`config.mk`:
```
export PLATFORM = sky130hd
export DESIGN_NAME = sargantana_icache_flush_seq
export DESIGN_NICKNAME = d
export VERILOG_FILES = /design/src/rtl/sargantana_icache_pkg.sv /design/src/rtl/sargantana_icache_flush_seq.sv
export SDC_FILE = /design/constraint.sdc
export NUM_CORES = 1
export LEC_CHECK = 0
export ABC_AREA = 1
export ABC_CLOCK_PERIOD_IN_PS = 1620
export BUFFER_PORTS_ARGS = -buffer_cell sky130_fd_sc_hd__buf_2
export CORE_MARGIN = 10
export CORE_UTILIZATION = 45
export DETAILED_ROUTE_END_ITERATION = 8
export GPL_TIMING_DRIVEN = 1
export PLACE_DENSITY_LB_ADDON = 0.2
export SLEW_MARGIN = 20
export SYNTH_ARGS = -nofsm -noshare
export SYNTH_HDL_FRONTEND = slang
export SYNTH_SLANG_ARGS = --single-unit
```
`constraint.sdc`:
```
create_clock -name clk_i -period 1.62 [get_ports clk_i]
set_input_delay 0.324 -clock clk_i [delete_from_list [all_inputs] [get_ports clk_i]]
set_output_delay 0.324 -clock clk_i [all_outputs]
set_load 0.01 [all_outputs]
```
`src/rtl/sargantana_icache_pkg.sv`:
```
// Shared icache flush-sequencer definitions.
//   ICACHE_N_WAY     : ways per set
//   ICACHE_DEPTH     : sets (power of two, >= 2)
//   ICACHE_IDX_WIDTH : set index width
//   iflush_state_t   : flush sequencer states
package sargantana_icache_pkg;

  localparam int ICACHE_N_WAY     = 4;
  localparam int ICACHE_DEPTH     = 64;
  localparam int ICACHE_IDX_WIDTH = $clog2(ICACHE_DEPTH);

  typedef enum logic [2:0] {
    INIT,
    IDLE,
    DRAIN,
    WALK,
    DONE
  } iflush_state_t;

endpackage

```
`src/rtl/sargantana_icache_flush_seq.sv`:
```
// Instruction-cache tag/valid invalidation sequencer.
// Walks every set and issues an all-ways invalidate on the shared tag-array
// write port. Runs once automatically after reset (the valid RAM has no
// reset) and again on every core flush request, after the icache control
// has drained.
//
// Optional: define ICACHE_FLUSH_LINE_EN to let IDLE forward single-line
// invalidates onto the same write port.
//
// Ports:
//   clk_i, rstn_i        clock, async active-low reset
//   flush_i              flush request (level or pulse)
//   ctrl_idle_i          icache ctrl has nothing outstanding
//   inval_ready_i        tag-array write port free this cycle
//   inval_valid_o        invalidate write request
//   inval_idx_o          set index to invalidate
//   inval_way_o          way mask to invalidate
//   flush_busy_o         blocks new core requests
//   flush_done_o         one-cycle pulse at end of a walk
//   line_inval_req_i     single-line invalidate request
//   line_inval_idx_i     single-line set index
//   line_inval_way_i     single-line way mask
//   line_inval_ack_o     single-line invalidate accepted
module sargantana_icache_flush_seq
  import sargantana_icache_pkg::*;
#(
  parameter int ICACHE_N_WAY     = sargantana_icache_pkg::ICACHE_N_WAY,
  parameter int ICACHE_DEPTH     = sargantana_icache_pkg::ICACHE_DEPTH,
  parameter int ICACHE_IDX_WIDTH = $clog2(ICACHE_DEPTH)
) (
  input  logic                        clk_i,
  input  logic                        rstn_i,
  input  logic                        flush_i,
  input  logic                        ctrl_idle_i,
  input  logic                        inval_ready_i,
  output logic                        inval_valid_o,
  output logic [ICACHE_IDX_WIDTH-1:0] inval_idx_o,
  output logic [ICACHE_N_WAY-1:0]     inval_way_o,
  output logic                        flush_busy_o,
  output logic                        flush_done_o,
  input  logic                        line_inval_req_i,
  input  logic [ICACHE_IDX_WIDTH-1:0] line_inval_idx_i,
  input  logic [ICACHE_N_WAY-1:0]     line_inval_way_i,
  output logic                        line_inval_ack_o
);

  localparam logic [ICACHE_IDX_WIDTH-1:0] LAST_IDX = ICACHE_IDX_WIDTH'(ICACHE_DEPTH - 1);
  localparam logic [ICACHE_IDX_WIDTH-1:0] IDX_ONE  = ICACHE_IDX_WIDTH'(1);

  iflush_state_t               state_q;
  logic [ICACHE_IDX_WIDTH-1:0] idx_q;
  logic                        pending_q;

  always_ff @(posedge clk_i or negedge rstn_i) begin
    if (!rstn_i) begin
      state_q   <= INIT;
      idx_q     <= '0;
      pending_q <= 1'b0;
    end else begin
      case (state_q)
        // INIT is a walk without the drain; nothing is outstanding after reset.
        INIT, WALK: begin
          // A flush mid-walk may postdate lines already refilled, so it
          // needs a complete second walk.
          if (flush_i) pending_q <= 1'b1;
          if (inval_ready_i) begin
            // Depth is a power of two, so the increment wraps to 0 on the last set.
            idx_q <= idx_q + IDX_ONE;
            if (idx_q == LAST_IDX) state_q <= DONE;
          end
        end
        IDLE: begin
          if (flush_i) state_q <= DRAIN;
        end
        DRAIN: begin
          // flush_i here is absorbed: the walk about to start covers it.
          if (ctrl_idle_i) begin
            state_q <= WALK;
            idx_q   <= '0;
          end
        end
        DONE: begin
          // A flush seen in DONE is folded in directly so it is not left
          // stranded as a stale pending bit in IDLE.
          if (pending_q || flush_i) begin
            state_q   <= DRAIN;
            pending_q <= 1'b0;
          end else begin
            state_q <= IDLE;
          end
        end
        default: state_q <= INIT;
      endcase
    end
  end

  always_comb begin
    inval_valid_o    = 1'b0;
    inval_idx_o      = idx_q;
    inval_way_o      = '1;
    flush_busy_o     = 1'b1;
    flush_done_o     = 1'b0;
    line_inval_ack_o = 1'b0;
    case (state_q)
      // Qualified by rstn_i so the request drops the instant reset asserts,
      // even though the register already sits in INIT.
      INIT, WALK: inval_valid_o = rstn_i;
      IDLE: begin
        flush_busy_o = 1'b0;
`ifdef ICACHE_FLUSH_LINE_EN
        // Flush takes precedence; the line request then stays unacked.
        if (line_inval_req_i && !flush_i) begin
          inval_valid_o    = 1'b1;
          inval_idx_o      = line_inval_idx_i;
          inval_way_o      = line_inval_way_i;
          line_inval_ack_o = inval_ready_i;
        end
`endif
      end
      DONE:    flush_done_o = 1'b1;
      default: ;
    endcase
  end

`ifndef ICACHE_FLUSH_LINE_EN
  logic unused_line_inval;
  assign unused_line_inval = ^{line_inval_req_i, line_inval_idx_i, line_inval_way_i};
`endif

endmodule

```
==> results of run 1 <==
layout make-up:
type                       instances  area (sq um)  area share
timing repair buffer              18         105.1      0.1257
multi-input combinational         67         364.1      0.4356
clock buffer                       4         36.28     0.04341
sequential                        10         250.2      0.2994
tap                               16         20.02     0.02395
inverter                          16         60.06     0.07186
registers in the layout (all words and copies together) (netlist names):
register     flops
inval_idx_o      6
pending_q        1
state_q          3
worst min-delay path, delay by kind of cell:
family	cells	cell delay, ns
and+or+nand+nor	1	0.11
buffers and inverters	2	0.14
AOI/OAI and AO/OA	1	0.08
synth_stat cells:
master and instances:
a21oi_2 1, buf_4 5, buf_6 1, conb_1 2, dfrtp_1 10, ha_1 1, inv_1 14, inv_2 2
nand2_1 26, nand2_2 4, nand3_1 7, nor2_1 6, nor2_4 2, o211ai_1 1, o21ai_0 2, o21ai_1 1
o21ai_2 5, o21bai_1 2, or2_2 2, xor2_1 2
cells by family after synthesis:
kind of cell / count (synthesis)
AOI/OAI and AO/OA: 12
DFF: 10
adders and majority gates: 1
and+or+nand+nor: 47
buffers and inverters: 22
other: 2
xor gates and xnor gates: 2
metal layers:
layer  wire (um)  global-route usage  vias to the layer above
met4          14             0.02885                        0
met2         677              0.1486                       12
met1         680              0.1038                      260
met5           0                   0                        -
met3         113             0.03219                        2
li1            -                   -                      320
cells in the final DEF (no fill, tap or decap):
cell,synthesis,routed
nand2_2,4,2
nand3_1,7,7
inv_1,14,12
xor2_1,2,2
or2_2,2,2
conb_1,2,5
o21ai_0,2,2
nand2_4,0,2
buf_4,5,4
a21oi_2,1,1
ha_1,1,1
buf_2,0,13
clkbuf_8,0,1
o21ai_2,5,5
o211ai_1,1,1
nor2_4,2,2
o21ai_1,1,1
dfrtp_1,10,10
nor2_1,6,6
clkbuf_4,0,3
o21bai_1,2,2
inv_2,2,4
nand2_1,26,26
dlygate4sd3_1,0,1
where the power goes:
part | total [mW] | switching, mW | internal (mW)
Combinational | 0.871 | 0.515 | 0.356
Clock | 0.228 | 0.0920 | 0.136
Sequential | 0.465 | 0.111 | 0.354
worst min-delay path by stage:
stage,cells past startpoint,endpoint,slack [ns]
after floorplan,0,inval_idx_o[0],0.03
after global placement,2,inval_idx_o[3],0.26
after detailed placement,2,inval_idx_o[4],0.27
after CTS,4,pending_q,0.42
after global routing,4,pending_q,0.46
final,4,pending_q,0.43
timing repair:
item                       4_1_cts  5_1_grt
resized for setup                4        0
gates cloned                     0        0
hold buffers                     1        0
buffers inserted                 1        2
pin swaps                        1        1
hold endpoints to repair        10        0
setup endpoints to repair        1        1
through the flow:
| step | cells | TNS [ns] | hold slack, ns | utilization | power [mW] |
|---|---|---|---|---|---|
| floorplan | 99 | 0 | 0.02841 | - | 1.094 |
| global placement | 123 | 0 | 0.2629 | 0.5084 | 1.252 |
| detailed placement | 123 | 0 | 0.2690 | 0.5084 | 1.271 |
| CTS | 129 | 0 | 0.4215 | 0.5513 | 1.558 |
| global route | 131 | -0.04248 | 0.4561 | 0.5613 | 1.731 |
| finish | 131 | 0 | 0.4256 | 0.5613 | 1.565 |
==> results.cfg, run 1 <==
[floorplan]
io_pins = 30
coreArea_sq_mm = 0.001489
start_util = 0.4714
rows = 14
dieArea_sq_mm = 0.003540
die_y_um = 59.50
die_w_um = 59.50

[drt]
drtIter0Drc = 9
wl_per_cell_um = 11.34
viasPerCell = 4.534
drcViolationCount = 0
drtAntennaViolNets = 0
vias = 594
first_pass_iters = 4
totalWireLength_um = 1485

[yosys]
ys_ff_latch = 10
syn-cell-area_sq_um = 701.9
synth_warnings = 0
ys_seq_area_frac = 0.3565
synth_top_family_by_area = simple AND/OR/NAND/NOR gates
yosys-top-cells-area = dfrtp_1 36%, nand2_1 14%, inv_1 7.5%
synth_xor_area_frac = 0.02496
synth.largest_area_cell = dfrtp_1
synth_compound_area_frac = 0.1283
synth.avg_cell_area_sq_um = 7.312
synth_fa_ha_area_frac = 0.01783
muxShareOfSynthArea = 0
yosysUniqueCellTypes = 20
synthSimpleGateAreaFrac = 0.3066
synth_top_area_share = 0.3565
synthCells = 96

[critical_path]
reg2reg_depth = 9
crit_family = flip-flops
cp.arrival_ns = 1.25
cpPeakStageDelay_ns = 0.43
worst_r2r_endpoint = inval_idx_o[4]
cpMaxStageDelayCell = dfrtp_1
critPathMaxFanout = 3
critPathCaptureType = output port
critPathKind = flip-flop to output port
start_kind = flip-flop
cp-startpoint = state_q[1]
worstPathRequired_ns = 1.30
cpMostUsedCell = inv_2
crit_chain = inv_2 -> nand2_2 -> nand2_4 -> nor2_4 -> inv_2 -> nor2_1 -> buf_2
crit_cells = 7
critPathBufInv = 3
r2r_setup_slack_ns = 0.20
crit_path_end = inval_valid_o
r2r-start = state_q[0]

[timing]
period_share = 0.9722
period_minus_slack_ns = 1.575
fmax_ghz = 0.6350
setup_viol = 0
setup_ws_ns = 0.04510
rsz0062_at_grt = true
hold_viol_final = 0
skew_ns = 0.008567
slew_viol_final = 0

[finish]
stdcell_area_sq_um = 835.8
drive_gt1_frac = 0.3391
num-fill-cells = 167
fin_nets = 133
syn2layout_area_growth_pct = 19.07
antennaDiodeCount = 0

[run]
max-cap-violations = 0

[pwr]
vdd_drop_max_mv = 1.065
p_leak_nw = 0.4712
power.density_mw_per_mm2 = 1872

[clock_tree]
cts_buffer_depth = 2
clk_latency_ns = 0.26
cts_made_buffers = 3
cts_tree = built
h-tree-depth = 1
clock_sinks = 10
cts.clk_slew.worst_paths_ns = 0.07
clock-root-buffer = clkbuf_4

[grt]
grt_pass1_vias = 627
grt_max_degree = 13
antenna_found_initial = 0
grt_usage = 0.08958
grt_overflow = 0
grt_pass1_wl_um = 2601

[placement]
dpl_worst_slack_ns = 0.2326
postPlaceCellArea_sq_um = 757.0
numPortBuffers = 13
hpwlAfterDp_um = 1182
routabilityCongestion = 0.7780

[min_path]
worstHoldStart = flush_i
hp-class = input pin to flip-flop

[run_status]
status = completed
No activity file was read; power rests on OpenSTA's default activity.
==> inputs of run 2 (changes only) <==
--- a/config.mk
+++ b/config.mk
@@ -9,7 +9,8 @@
 export ABC_CLOCK_PERIOD_IN_PS = 1620
 export BUFFER_PORTS_ARGS = -buffer_cell sky130_fd_sc_hd__buf_2
 export CORE_MARGIN = 10
-export CORE_UTILIZATION = 45
+export CORE_UTILIZATION = 48
+export CTS_BUF_LIST = sky130_fd_sc_hd__clkbuf_2 sky130_fd_sc_hd__clkbuf_4 sky130_fd_sc_hd__clkbuf_8
 export DETAILED_ROUTE_END_ITERATION = 8
 export GPL_TIMING_DRIVEN = 1
 export PLACE_DENSITY_LB_ADDON = 0.2
==> run 2 against run 1 <==
Against the previous run: sequential power grew 2%; sequential cell count is the same; core utilization is 6.3 points higher; clock power down 26%; global-route usage up 1.3 points; fmax hardly changed; non-clock buffer count increased by 1; critical path type unchanged; largest power group unchanged.
==> results.cfg, run 2 (synthesis results as in run 1) <==
[run_status]
status = completed

[placement]
dp_cells = 122
numPortBuffers = 13
hpwlAfterDp_um = 1196
routabilityCongestion = 0.7741

[timing]
slew_viol_final = 0
tns_ns = 0
whs_ns = 0.4234
setup_viol = 0
period_minus_slack_ns = 1.575
skew_ns = 0.003267
hold_viol_final = 0
rsz0062_at_grt = true
fmax_ghz = 0.6351
period_share = 0.9720

[critical_path]
critPathMaxFanout = 3
crit_chain = inv_2 -> nand2_2 -> nand2_4 -> nor2_4 -> inv_2 -> nor2_1 -> buf_2
start_kind = flip-flop
worstPathRequired_ns = 1.30
cpMaxStageDelayCell = dfrtp_2
cpPeakStageDelay_ns = 0.41
cp.arrival_ns = 1.25
critPathKind = flip-flop to output port
critPathCaptureType = output port
cpMostUsedCell = inv_2

[grt]
grt_pass1_wl_um = 2725
grt_overflow = 0
grt_max_degree = 13
antenna_found_initial = 0
grt_usage = 0.1029
grt_pass1_vias = 620

[finish]
fin_nets = 134
syn2layout_area_growth_pct = 18.72
antennaDiodeCount = 0
layout_commonest_cell = nand2_1
instances_no_fill = 130
drive_gt1_frac = 0.3652
layout_common_cells = 26 x nand2_1, 13 x buf_2, 11 x inv_1
largest_reg_flops = 6

[floorplan]
start_util = 0.5263
coreArea_sq_mm = 0.001334
dieArea_sq_mm = 0.003392
die_y_um = 58.24
io_pins = 30
rows = 13
die_w_um = 58.24

[clock_tree]
cts_buffer_depth = 2
cts_tree = built
clock-root-buffer = clkbuf_4
cts_made_buffers = 3
clk_latency_ns = 0.27
h-tree-depth = 1
clock_sinks = 10
cts.clk_slew.worst_paths_ns = 0.06

[run]
max-cap-violations = 0

[pwr]
internal_power_mw = 0.8128
power.share.sequential = 0.308
switching_share = 0.4737
power.density_mw_per_mm2 = 1854
total_power_mw = 1.545
p_switching_mw = 0.7317
p_leak_nw = 0.4653
clockPowerShare = 0.109
vdd_drop_max_mv = 0.9243
comb_power_share = 0.583

[drt]
drtIter0Drc = 10
drtAntennaViolNets = 0
totalWireLength_um = 1584
viasPerCell = 4.708
vias = 612
wl_per_cell_um = 12.18
first_pass_iters = 4
drcViolationCount = 0

[min_path]
hp-class = input pin to flip-flop
-- run 2: cell count changes in the layout (fill, tap and decap cells not counted), sizes merged --
cell and delta:
buf +1, clkbuf -1
-- run 2: cell type report --
type,instances,area (sq um)
Clock buffer,3,22.52
Fill cell,120,500.5
Multi-Input combinational cell,67,364.1
Tap cell,15,18.77
Timing Repair Buffer,19,112.6
Sequential cell,10,252.7
Inverter,16,62.56
-- run 2: repair_timing --
action	4_1_cts	5_1_grt
gates resized for setup	4	4
pin swaps	1	0
buffers inserted	3	1
setup endpoints to repair	1	2
hold endpoints to repair	10	0
hold buffers	1	0
-- run 2: power groups by stage --
| stage | clock network [mW] | registers, mW | logic (mW) |
|---|---|---|---|
| global route | 0.188 | 0.494 | 1.02 |
| CTS | 0.178 | 0.467 | 0.893 |
| finish | 0.168 | 0.476 | 0.901 |
| global placement | 0 | 0.461 | 0.786 |
| detailed placement | 0 | 0.467 | 0.809 |
| floorplan | 0 | 0.476 | 0.618 |
-- run 2: worst max-delay path, delay by kind of cell, from the launching register on --
kind / cells / cell delay (ns)
buffers and inverters: 3 / 0.22
AND/OR/NAND/NOR: 4 / 0.35
flip-flops: 1 / 0.41
-- run 2: through the flow --
| stage | util | setup WS (ns) | area (sq um) |
|---|---|---|---|
| final | 0.6248 | 0.04538 | 833.3 |
| after floorplan | - | 0.3501 | 713.2 |
| after detailed placement | 0.5666 | 0.2396 | 755.7 |
| after CTS | 0.6154 | 0.0009919 | 820.8 |
| after global routing | 0.6248 | -0.03449 | 833.3 |
| after global placement | 0.5666 | 0.2489 | 755.7 |
-- run 2: path summary, 6_finish.rpt --
check | startpoint | endpoint | slack (ns) | cells past startpoint
max in group asynchronous | rstn_i | state_q[2] | 0.93 | 3
hold reg to reg | pending_q | pending_q | 0.52 | 2
min in group asynchronous | rstn_i | inval_idx_o[3] | 0.53 | 3
setup reg to reg | inval_idx_o[0] | state_q[1] | 0.24 | 8
hold / removal | flush_i | pending_q | 0.42 | 4
setup / recovery | state_q[1] | inval_valid_o | 0.05 | 7
-- run 2: metal layers --
layer	track usage	vias up	wire length, um
met5	0	-	0
met4	0.04027	0	22
met2	0.1610	22	706
li1	-	323	-
met1	0.1073	263	679
met3	0.06754	4	175
==> inputs of run 3 (changes only) <==
--- a/config.mk
+++ b/config.mk
@@ -8,8 +8,10 @@
 export ABC_AREA = 1
 export ABC_CLOCK_PERIOD_IN_PS = 1620
 export BUFFER_PORTS_ARGS = -buffer_cell sky130_fd_sc_hd__buf_2
+export CELL_PAD_IN_SITES_DETAIL_PLACEMENT = 2
+export CELL_PAD_IN_SITES_GLOBAL_PLACEMENT = 2
 export CORE_MARGIN = 10
-export CORE_UTILIZATION = 48
+export CORE_UTILIZATION = 25
 export CTS_BUF_LIST = sky130_fd_sc_hd__clkbuf_2 sky130_fd_sc_hd__clkbuf_4 sky130_fd_sc_hd__clkbuf_8
 export DETAILED_ROUTE_END_ITERATION = 8
 export GPL_TIMING_DRIVEN = 1
==> run 3 against run 2 <==
Against the previous run: non-clock buffer count increased by 5; clock skew increased by 0.0041 ns; clock-buffer cell count increased by 1; sequential power about the same; sequential share of layout area decreased by 3.0 points; cell area increased by 9.9%.
==> results.cfg, run 3 (synthesis results as in run 1) <==
[placement]
routabilityCongestion = 0.7028
numPortBuffers = 13
hpwlAfterDp_um = 1590

[timing]
setup_viol = 0
hold_viol_final = 0
slew_viol_final = 0
fmax_ghz = 0.6339
rsz0062_at_grt = true
period_share = 0.9738
tns_ns = 0
period_minus_slack_ns = 1.577
skew_ns = 0.007375

[grt]
grt_usage = 0.08237
grt_max_degree = 13
grt_overflow = 0
grt_pass1_wl_um = 3477
antenna_found_initial = 0
grt_pass1_vias = 727

[run]
max-cap-violations = 0

[finish]
largest_reg_flops = 6
layout_commonest_cell = nand2_1
fin_nets = 139
drive_gt1_frac = 0.3719
layout_common_cells = 26 x nand2_1, 12 x inv_1, 12 x buf_2
fin_util = 0.3380
antennaDiodeCount = 0
syn2layout_area_growth_pct = 30.48

[critical_path]
reg2reg_depth = 8
start_kind = flip-flop
r2r-start = inval_idx_o[0]
worstPathRequired_ns = 1.30
r2r_setup_slack_ns = 0.22
cp-startpoint = state_q[1]
critPathMaxFanout = 3
critPathCaptureType = output port
cp.arrival_ns = 1.25
worst_r2r_endpoint = state_q[0]
critPathKind = flip-flop to output port

[drt]
first_pass_iters = 2
wl_per_cell_um = 13.45
drtAntennaViolNets = 0
vias = 676
drtIter0Drc = 10
totalWireLength_um = 2044
drcViolationCount = 0
viasPerCell = 4.447

[floorplan]
rows = 19
die_y_um = 72.99
die_w_um = 72.99
start_util = 0.2590
dieArea_sq_mm = 0.005327
io_pins = 30
coreArea_sq_mm = 0.002710

[clock_tree]
clk_latency_ns = 0.27
cts.clk_slew.worst_paths_ns = 0.08
cts_made_buffers = 3
h-tree-depth = 1
cts_buffer_depth = 2
cts_tree = built
clock_sinks = 10
clock-root-buffer = clkbuf_4

[pwr]
p_leak_nw = 0.5089
power.density_mw_per_mm2 = 1895
total_power_mw = 1.735
vdd_drop_max_mv = 0.6676

[min_path]
hold_path_depth = 4
hp-class = input pin to flip-flop
hold_end = pending_q
worstHoldStart = flush_i

[run_status]
status = completed
[run 3: changes by cell type in the layout (fill, tap and decap cells not counted), sizes merged]
| cell | change |
|---|---|
| buf | +5 |
| clkbuf | +1 |
[run 3: worst max path at each step]
| stage | endpoint | slack (ns) | cells past startpoint |
|---|---|---|---|
| after floorplan | state_q[0] | 0.35 | 8 |
| after global placement | inval_valid_o | 0.23 | 7 |
| after detailed placement | state_q[0] | 0.21 | 8 |
| after CTS | inval_valid_o | -0.001 | 7 |
| after global routing | inval_valid_o | -0.07 | 7 |
| final | flush_busy_o | 0.04 | 6 |
[run 3: routing by layer]
metal	track usage	share of wire	vias up
met2	0.1433	0.55	9
met1	0.08941	0.39	334
li1	-	-	331
met5	0	0	-
met4	0.02532	0.0044	0
met3	0.03129	0.050	2
[run 3: layout make-up]
class	instances	area, sq um
clock buffers	4	36.28
fillers	351	1794
inverters	16	60.06
multi-input cells	67	374.1
flip-flops and latches	10	250.2
well taps	31	38.79
repair buffers	24	156.4
[run 3: repair_timing]
action                                  4_1_cts  5_1_grt
setup buffers                                 5        4
resized for setup                             5        2
pin swaps                                     1        1
gates cloned                                  0        0
endpoints found under the hold margin        10        0
endpoints found under the setup margin        1        3
hold buffers                                  1        0
[run 3: where the power goes]
part           switching [mW]  internal [mW]
combinational           0.586          0.445
sequential              0.119          0.354
clock                  0.0947          0.136
total                   0.800          0.936
[run 3: per-stage QoR]
stage	instances	hold WS [ns]	setup WS [ns]	instance area, sq um
after detailed placement	138	0.2781	0.2122	775.7
after global placement	138	0.2706	0.2306	775.7
after floorplan	99	0.02841	0.3501	713.2
after CTS	148	0.4384	-0.001366	874.6
final	152	0.4374	0.04252	915.9
after global routing	152	0.4993	-0.06612	915.9
[run 3: worst max-delay path, cell delays in order (launching register included)]
cell and delay (ns):
dfrtp_1 0.43, inv_2 0.10, nand2_4 0.06, buf_4 0.13, inv_1 0.06, nand2_1 0.08, buf_6 0.13
